**src/rtl/adv7513_reg_writer.sv**
```systemverilog
// ADV7513 register-write sequencer: snapshots the requested mode on reconf and
// issues a fixed list of six register writes over a single-outstanding
// req/ack port, with per-write retry, mid-sequence restart and status flags.
module adv7513_reg_writer #(
  parameter int unsigned MAX_RETRY       = 3,
  parameter int unsigned ACK_TIMEOUT     = 4095,
  parameter bit          POWER_ON_RECONF = 1'b1
) (
  input  logic       clock,
  input  logic       reset_n,
  input  logic       reconf,
  input  logic [5:0] vic,
  input  logic [1:0] pixel_repeat,
  input  logic [7:0] clock_delay,
  input  logic [1:0] colorspace,
  output logic       i2c_req,
  output logic [7:0] i2c_reg_addr,
  output logic [7:0] i2c_reg_data,
  input  logic       i2c_ack,
  input  logic       i2c_err,
  output logic       busy,
  output logic       done,
  output logic       error
);

  localparam int unsigned RetryW = (MAX_RETRY < 1) ? 1 : $clog2(MAX_RETRY + 1);
  // WAIT is left on the cycle whose count reaches ACK_TIMEOUT, so that
  // i2c_req stays high for ACK_TIMEOUT+1 cycles per unanswered attempt.
  localparam logic [11:0] TmoLast = 12'(ACK_TIMEOUT - 1);
  localparam logic [2:0]  LastIdx = 3'd5;

  typedef enum logic [2:0] {StIdle, StReq, StWait, StRetry, StGap} state_e;

  state_e            state_q, state_d;
  logic [2:0]        idx_q, idx_d;
  logic [RetryW-1:0] retry_q, retry_d;
  logic [11:0]       tmo_q, tmo_d;
  logic              pending_q, pending_d;
  logic [5:0]        snap_vic_q, snap_vic_d;
  logic [1:0]        snap_pr_q, snap_pr_d;
  logic [7:0]        snap_cd_q, snap_cd_d;
  logic [1:0]        snap_cs_q, snap_cs_d;
  logic              req_q, req_d;
  logic [7:0]        addr_q, addr_d;
  logic [7:0]        data_q, data_d;
  logic              busy_q, busy_d;
  logic              done_q, done_d;
  logic              error_q, error_d;

  logic              load_snap;
  logic              restart;
  logic              cs_ycc;
  logic [7:0]        wr_addr;
  logic [7:0]        wr_data;

  assign i2c_req      = req_q;
  assign i2c_reg_addr = addr_q;
  assign i2c_reg_data = data_q;
  assign busy         = busy_q;
  assign done         = done_q;
  assign error        = error_q;

  // A reconf arriving on the very cycle a pending flag is consumed counts too.
  assign restart = pending_q | reconf;
  assign cs_ycc  = snap_cs_q[1];

  // Write table: register address and data for the current index.
  always_comb begin
    wr_addr = 8'h55;
    wr_data = {1'b0, (cs_ycc ? 2'b10 : 2'b00), 5'h12};
    case (idx_q)
      3'd0: begin
        wr_addr = 8'h3C;
        wr_data = {2'b00, snap_vic_q};
      end
      3'd1: begin
        wr_addr = 8'h3B;
        wr_data = {1'b0, 2'b10, snap_pr_q, snap_pr_q, 1'b0};
      end
      3'd2: begin
        wr_addr = 8'hBA;
        wr_data = snap_cd_q;
      end
      3'd3: begin
        wr_addr = 8'h16;
        wr_data = {cs_ycc, 7'h30};
      end
      3'd4: begin
        wr_addr = 8'h18;
        wr_data = {(snap_cs_q == 2'b01), 7'h46};
      end
      default: ;
    endcase
  end

  // Sequencer next-state and registered-output logic.
  always_comb begin
    state_d    = state_q;
    idx_d      = idx_q;
    retry_d    = retry_q;
    tmo_d      = tmo_q;
    pending_d  = pending_q | reconf;
    snap_vic_d = snap_vic_q;
    snap_pr_d  = snap_pr_q;
    snap_cd_d  = snap_cd_q;
    snap_cs_d  = snap_cs_q;
    addr_d     = addr_q;
    data_d     = data_q;
    done_d     = 1'b0;
    error_d    = error_q;
    load_snap  = 1'b0;

    case (state_q)
      StIdle: begin
        if (restart) begin
          load_snap = 1'b1;
          error_d   = 1'b0;
        end
      end
      StReq: begin
        tmo_d   = '0;
        state_d = StWait;
      end
      StWait: begin
        tmo_d = tmo_q + 12'd1;
        if (i2c_ack && req_q && !i2c_err) begin
          state_d = StGap;
        end else if ((i2c_ack && req_q) || (tmo_q == TmoLast)) begin
          state_d = StRetry;
        end
      end
      StRetry: begin
        if (restart) begin
          load_snap = 1'b1;
        end else if (retry_q < RetryW'(MAX_RETRY)) begin
          retry_d = retry_q + 1'b1;
          state_d = StReq;
        end else begin
          error_d = 1'b1;
          state_d = StIdle;
        end
      end
      StGap: begin
        if (restart) begin
          load_snap = 1'b1;
        end else if (idx_q == LastIdx) begin
          done_d  = 1'b1;
          state_d = StIdle;
        end else begin
          idx_d   = idx_q + 3'd1;
          retry_d = '0;
          state_d = StReq;
        end
      end
      default: state_d = StIdle;
    endcase

    if (load_snap) begin
      snap_vic_d = vic;
      snap_pr_d  = pixel_repeat;
      snap_cd_d  = clock_delay;
      snap_cs_d  = colorspace;
      idx_d      = '0;
      retry_d    = '0;
      pending_d  = 1'b0;
      state_d    = StReq;
    end

    // Outputs lag the state by one edge so every output is a plain flop.
    req_d  = (state_q == StReq) || (state_q == StWait);
    busy_d = (state_q != StIdle) && (state_d != StIdle);
    if (state_q == StReq) begin
      addr_d = wr_addr;
      data_d = wr_data;
    end
  end

  // State, snapshot and output registers.
  always_ff @(posedge clock or negedge reset_n) begin
    if (!reset_n) begin
      state_q    <= StIdle;
      idx_q      <= '0;
      retry_q    <= '0;
      tmo_q      <= '0;
      pending_q  <= POWER_ON_RECONF;
      snap_vic_q <= '0;
      snap_pr_q  <= '0;
      snap_cd_q  <= '0;
      snap_cs_q  <= '0;
      req_q      <= 1'b0;
      addr_q     <= '0;
      data_q     <= '0;
      busy_q     <= 1'b0;
      done_q     <= 1'b0;
      error_q    <= 1'b0;
    end else begin
      state_q    <= state_d;
      idx_q      <= idx_d;
      retry_q    <= retry_d;
      tmo_q      <= tmo_d;
      pending_q  <= pending_d;
      snap_vic_q <= snap_vic_d;
      snap_pr_q  <= snap_pr_d;
      snap_cd_q  <= snap_cd_d;
      snap_cs_q  <= snap_cs_d;
      req_q      <= req_d;
      addr_q     <= addr_d;
      data_q     <= data_d;
      busy_q     <= busy_d;
      done_q     <= done_d;
      error_q    <= error_d;
    end
  end

endmodule

```
**config.mk**
```make
export PLATFORM = sky130hd
export DESIGN_NAME = adv7513_reg_writer
export DESIGN_NICKNAME = d
export VERILOG_FILES = /design/src/rtl/adv7513_reg_writer.sv
export SDC_FILE = /design/constraint.sdc
export NUM_CORES = 1
export LEC_CHECK = 0
export CAP_MARGIN = 20
export CORE_MARGIN = 4
export CORE_UTILIZATION = 45
export DETAILED_ROUTE_END_ITERATION = 10
export DONT_BUFFER_PORTS = 1
export PLACE_DENSITY = 0.67
export SLEW_MARGIN = 25
export SYNTH_ARGS = -nofsm -noshare
export SYNTH_HDL_FRONTEND = slang
export SYNTH_SLANG_ARGS = --single-unit
```
**constraint.sdc**
```tcl
create_clock -name clock -period 4.4 [get_ports clock]
set_input_delay 1.32 -clock clock [delete_from_list [all_inputs] [get_ports clock]]
set_output_delay 1.32 -clock clock [all_outputs]
set_load 0.01 [all_outputs]
```
# Word-level counts from Yosys, hierarchy flattened

Index checks and enable logic that the tools add are counted.

Output and inout port bits: 20
Flip-flop bits (word level): 59
Word-level logic and storage cells: 90
Input port bits: 23

Mux-type cells: 32
Bitwise logic cells: 1
Reductions and logical operators: 18
Equality and inequality tests: 20
$lt $le $gt $ge: 1
$add $sub $neg: 3

Operators by type and width:

| operator              | number |
|---|---|
| $pmux 8 s5            | 2 |
| $mux 3                | 9 |
| $pmux 12 s2           | 1 |
| $pmux 3 s5            | 1 |
| $add 12x1->12 const B | 1 |
| $eq 12x12->1 const B  | 1 |
| $eq 3x2->1 const B    | 4 |
| $mux 2                | 6 |
| $ne 3x3->1 const B    | 4 |
| $mux 1                | 11 |
| $ne 2x2->1 const B    | 5 |
| $eq 3x3->1 const B    | 3 |
| $reduce_bool 3->1     | 3 |
| $eq 3x1->1 const B    | 2 |
| $logic_not 3->1       | 2 |
| $reduce_bool 2->1     | 3 |
| $reduce_and 5->1      | 1 |
| $pmux 2 s2            | 1 |
| $reduce_and 4->1      | 1 |
| $add 3x1->3 const B   | 1 |
| $logic_and 1x1->1     | 3 |
| $reduce_and 3->1      | 1 |
| $reduce_or 3->1       | 1 |
| $add 2x1->2 const B   | 1 |
| 6 further kinds       | 7 |

# Depth between registers and ports, before layout

Depth in word-level cells: 8
Depth in mapped cells: 7
Depth with buffers taken out: 6

# Least setup slack after synthesis

OpenSTA, ideal clock, no wires.

Kind: input port to flip-flop
From: input reconf
To: register retry_q[0]
Stages on the path: 4
Buffers on the path: 0
Data arrival time: 2,152 ps
Setup time: 125 ps
Setup slack: 2,124 ps
Data required time: 4,275 ps
Path through: nor2_4 a21boi_0 o21ai_1 mux2_2

Longest elaborated chain between the ends: 5
Elaborated cells on any way between the ends: 10
Classes of those cells: eq/ne (4); mux (3); bitwise (1); reduce/logical (2)

RTL lines:

| item                                                             | line          | RTL |
|---|---|---|
| start, declared                                                  | 11            | `input logic reconf,` |
| $or 1x1->1 (*)                                                   | 64            | `assign restart = pending_q \| reconf;` |
| $mux 1                                                           | 115, 133, 144 |  |
| $mux 1                                                           | --            |  |
| $ne 3x3->1 (no source line) or $reduce_bool 3->1 (tied branches) | --            |  |
| $reduce_and 5->1 (no source line)                                | --            |  |
| end signal, assigned                                             | 199           | `retry_q <= retry_d;` |
| end, declared                                                    | 36            | `logic [RetryW-1:0] retry_q, retry_d;` |

Every way passes the cells marked *; elsewhere a longest branch is shown, timed or not.
A chain may end at the register's enable or synchronous reset.

# Worst setup path after layout

From: input reconf
To: register snap_vic_q[5]

Longest elaborated chain between the ends: 3

RTL lines:

| item                 | line          | RTL |
|---|---|---|
| $or 1x1->1           | 64            |  |
| $mux 1               | 115, 133, 144 |  |
| $mux 1               | --            |  |
| end signal, assigned | 202           | `snap_vic_q <= snap_vic_d;` |
| end, declared        | 39            | `logic [5:0] snap_vic_q, snap_vic_d;` |

No other way between the ends.

==> out/metrics.yaml <==
post_cts_buffers: 0
synth_edf_count: 0
htreeDepth: 3
drive_gt1_frac: 0.169
tightest_slew_ns: 0.800
cts_tree: "built"
clkTransAtPathRegs_ns: 0.06
ys.flop_type: "dfrtp_1"
max_freq_ghz: 0.469
dp_hpwl_um: 3790
finalNetCount: 287
rows: 28
power_density_nw_per_um2: 673
grt_start_max_net_pins: 60
vias: 1916
fillers: 547
outcome: "completed"
yosysWarnings: 0
seq_area_um2: 1480
yosys.area.top_type_share: 0.507
timing.max_slew.rel_slack: 0.467
ios: 43
fin_crit_sh: 0.485
antenna_found_initial: 0
final-hold-violation-count: 0
grt_pass1_vias: 1938
worstSetupStartpointType: "input port"
multi_input_area_um2: 1260
finClkSkew_ns: 0.00534
die_x_um: 87.7
fin_ws_ns: 2.27
avgRoutedWirePerCell_um: 16.9
place_inst: 320
die_h_um: 87.7
synth_top_area_cell: "dfrtp_1"
clock_tree.root_cell: "clkbuf_8"
antennaDiodeCount: 0
crit_buf_inv: 0
cpPeakStageDelay_ns: 0.57
drtPass1Iterations: 4
final_antenna_net_count: 0
grt_setup_unrepaired: "no"
numCtsBuffers: 9
final_cell_mix: "dfrtp_1, nand2_1, o21ai_0"
clock_latency_ns: 0.34
syn_nets: 290
end_kind: "register"
grt_overflow: 0
drv_slew: 0
cp.arrival_ns: 2.35
async_flop_share: 1.00
final_util: 0.508
start_util: 0.472
grt_pass1_wl_um: 9600
drc: 0
hold_path.class: "register to register"
synth_area_leaders: "dfrtp_1, mux2_4, mux2_2, nand2_1, ha_1"
finalSetupTns_ns: 0
port_buffers: 0
critPathMaxFanout: 18
crit_chain: "nor2_4 > a21oi_4 > mux2_2"
crit_type: "input port to register"
synthDistinctLibCells: 55
crit_slowest_cell: "a21oi_4"
cts_hold_buf: 0
clk_path_buf_depth: 2
cp_top_family: "compound AO/OA/AOI/OAI gates"
routabilityCongestion: 0.746
p_leak_nw: 1.36
max_cap_viol_count: 0
postSynthCellCount: 259
cts_resized: 0
cts_sinks: 59
setup_violations: 0
stdcell_count: 336
gr-usage-all-layers: 0.163
wl_um: 5690
irDropWorstVdd_mv: 0.353
holdWs_ns: 0.492
min_period_ns: 2.13
dieArea_um2: 7700
ys_ff_latch: 59
ys_seq_area_frac: 0.516
synth.cell_area_um2: 2860
layout_commonest_cell: "dfrtp_1"
cp.required_ns: 4.62
core_region_area_um2: 6060
vias_per_cell: 5.70
area_growth_pct: 7.56
first_iter_violations: 66
pre_cts_ws_ns: 1.92
synth_area_per_cell_um2: 11.0
## sequential cells by signal, summed over array words and instances, names as in the netlist, 2 cells and up
signal	cells
idx_q	3
i2c_reg_addr	8
snap_cd_q	8
i2c_reg_data	8
snap_pr_q	2
snap_vic_q	6
tmo_q	12
state_q	3
retry_q	2
snap_cs_q	2
## layout make-up
cell class,count,area share
Clock inverter,3,0.0146
Multi-Input combinational cell,178,0.409
Clock buffer,13,0.0549
Sequential cell,59,0.480
Timing Repair Buffer,1,0.00244
Inverter,7,0.00854
Tap cell,75,0.0305
## routing by layer
metal | up-vias | GRT usage | wire [um]
met1 | 935 | 0.213 | 2640
met3 | 7 | 0.0677 | 343
met2 | 47 | 0.251 | 2650
met5 | - | 0 | 0
met4 | 0 | 0.0418 | 57
li1 | 927 | - | -
## worst register-to-register path, stage by stage (launching register included)
cell	delay (ns)
dfrtp_1	0.52
nand3b_1	0.36
a21oi_4	0.67
mux2_2	0.42
## synthesized netlist by cell type, types with 3 or more instances
cell and count:
inv_1 7, nor2_1 15, a21oi_1 9, ha_1 8, a22o_1 3, mux2_4 10
a22oi_1 5, o21ai_0 19, mux2_2 11, nand2_1 28, nor3_1 5, dfrtp_1 58
buf_2 6, nor2b_1 3, nand3_1 6, o31ai_1 6, clkbuf_1 4, nand4_1 4
mux2i_1 3, o21ai_1 8
## cells by family (layout without fill, tap and decap cells)
kind of cell | after synthesis | in the layout | synth area share
DFF | 59 | 59 | 0.516
xor gates and xnor gates | 1 | 1 | 0.00306
and+or+nand+nor | 76 | 76 | 0.136
buffers and inverters | 22 | 24 | 0.0437
AOI/OAI and AO/OA | 69 | 69 | 0.160
adders and majority gates | 8 | 8 | 0.0350
muxes | 24 | 24 | 0.106
## power breakdown
group / internal, mW / leakage (nW) / switching [mW]
Clock: 0.308 / 0.102 / 0.208
Combinational: 0.329 / 0.516 / 0.318
Sequential: 0.734 / 0.738 / 0.176
## worst paths after layout
check | from | to | slack [ns] | depth (start not counted)
worst max register to register | state_q[2]$_DFF_PN0_ | snap_vic_q[5]$_DFFE_PN0P_ | 2.31 | 3
min in group asynchronous | reset_n | snap_vic_q[3]$_DFFE_PN0P_ | 0.67 | 0
worst max-delay path | reconf | snap_vic_q[5]$_DFFE_PN0P_ | 2.27 | 3
worst min register to register | tmo_q[9]$_DFFE_PN0P_ | tmo_q[9]$_DFFE_PN0P_ | 0.49 | 1
worst min-delay path | tmo_q[9]$_DFFE_PN0P_ | tmo_q[9]$_DFFE_PN0P_ | 0.49 | 1
max in group asynchronous | reset_n | pending_q$_DFF_PN1_ | 3.54 | 0
## stage by stage
step | total power, mW | area [um2]
floorplan | 1.49 | 2860
global placement | 1.54 | 2860
detailed placement | 1.56 | 2860
CTS | 2.09 | 3080
global route | 2.23 | 3080
finish | 2.07 | 3080
Power figures use the tool's default switching activity.
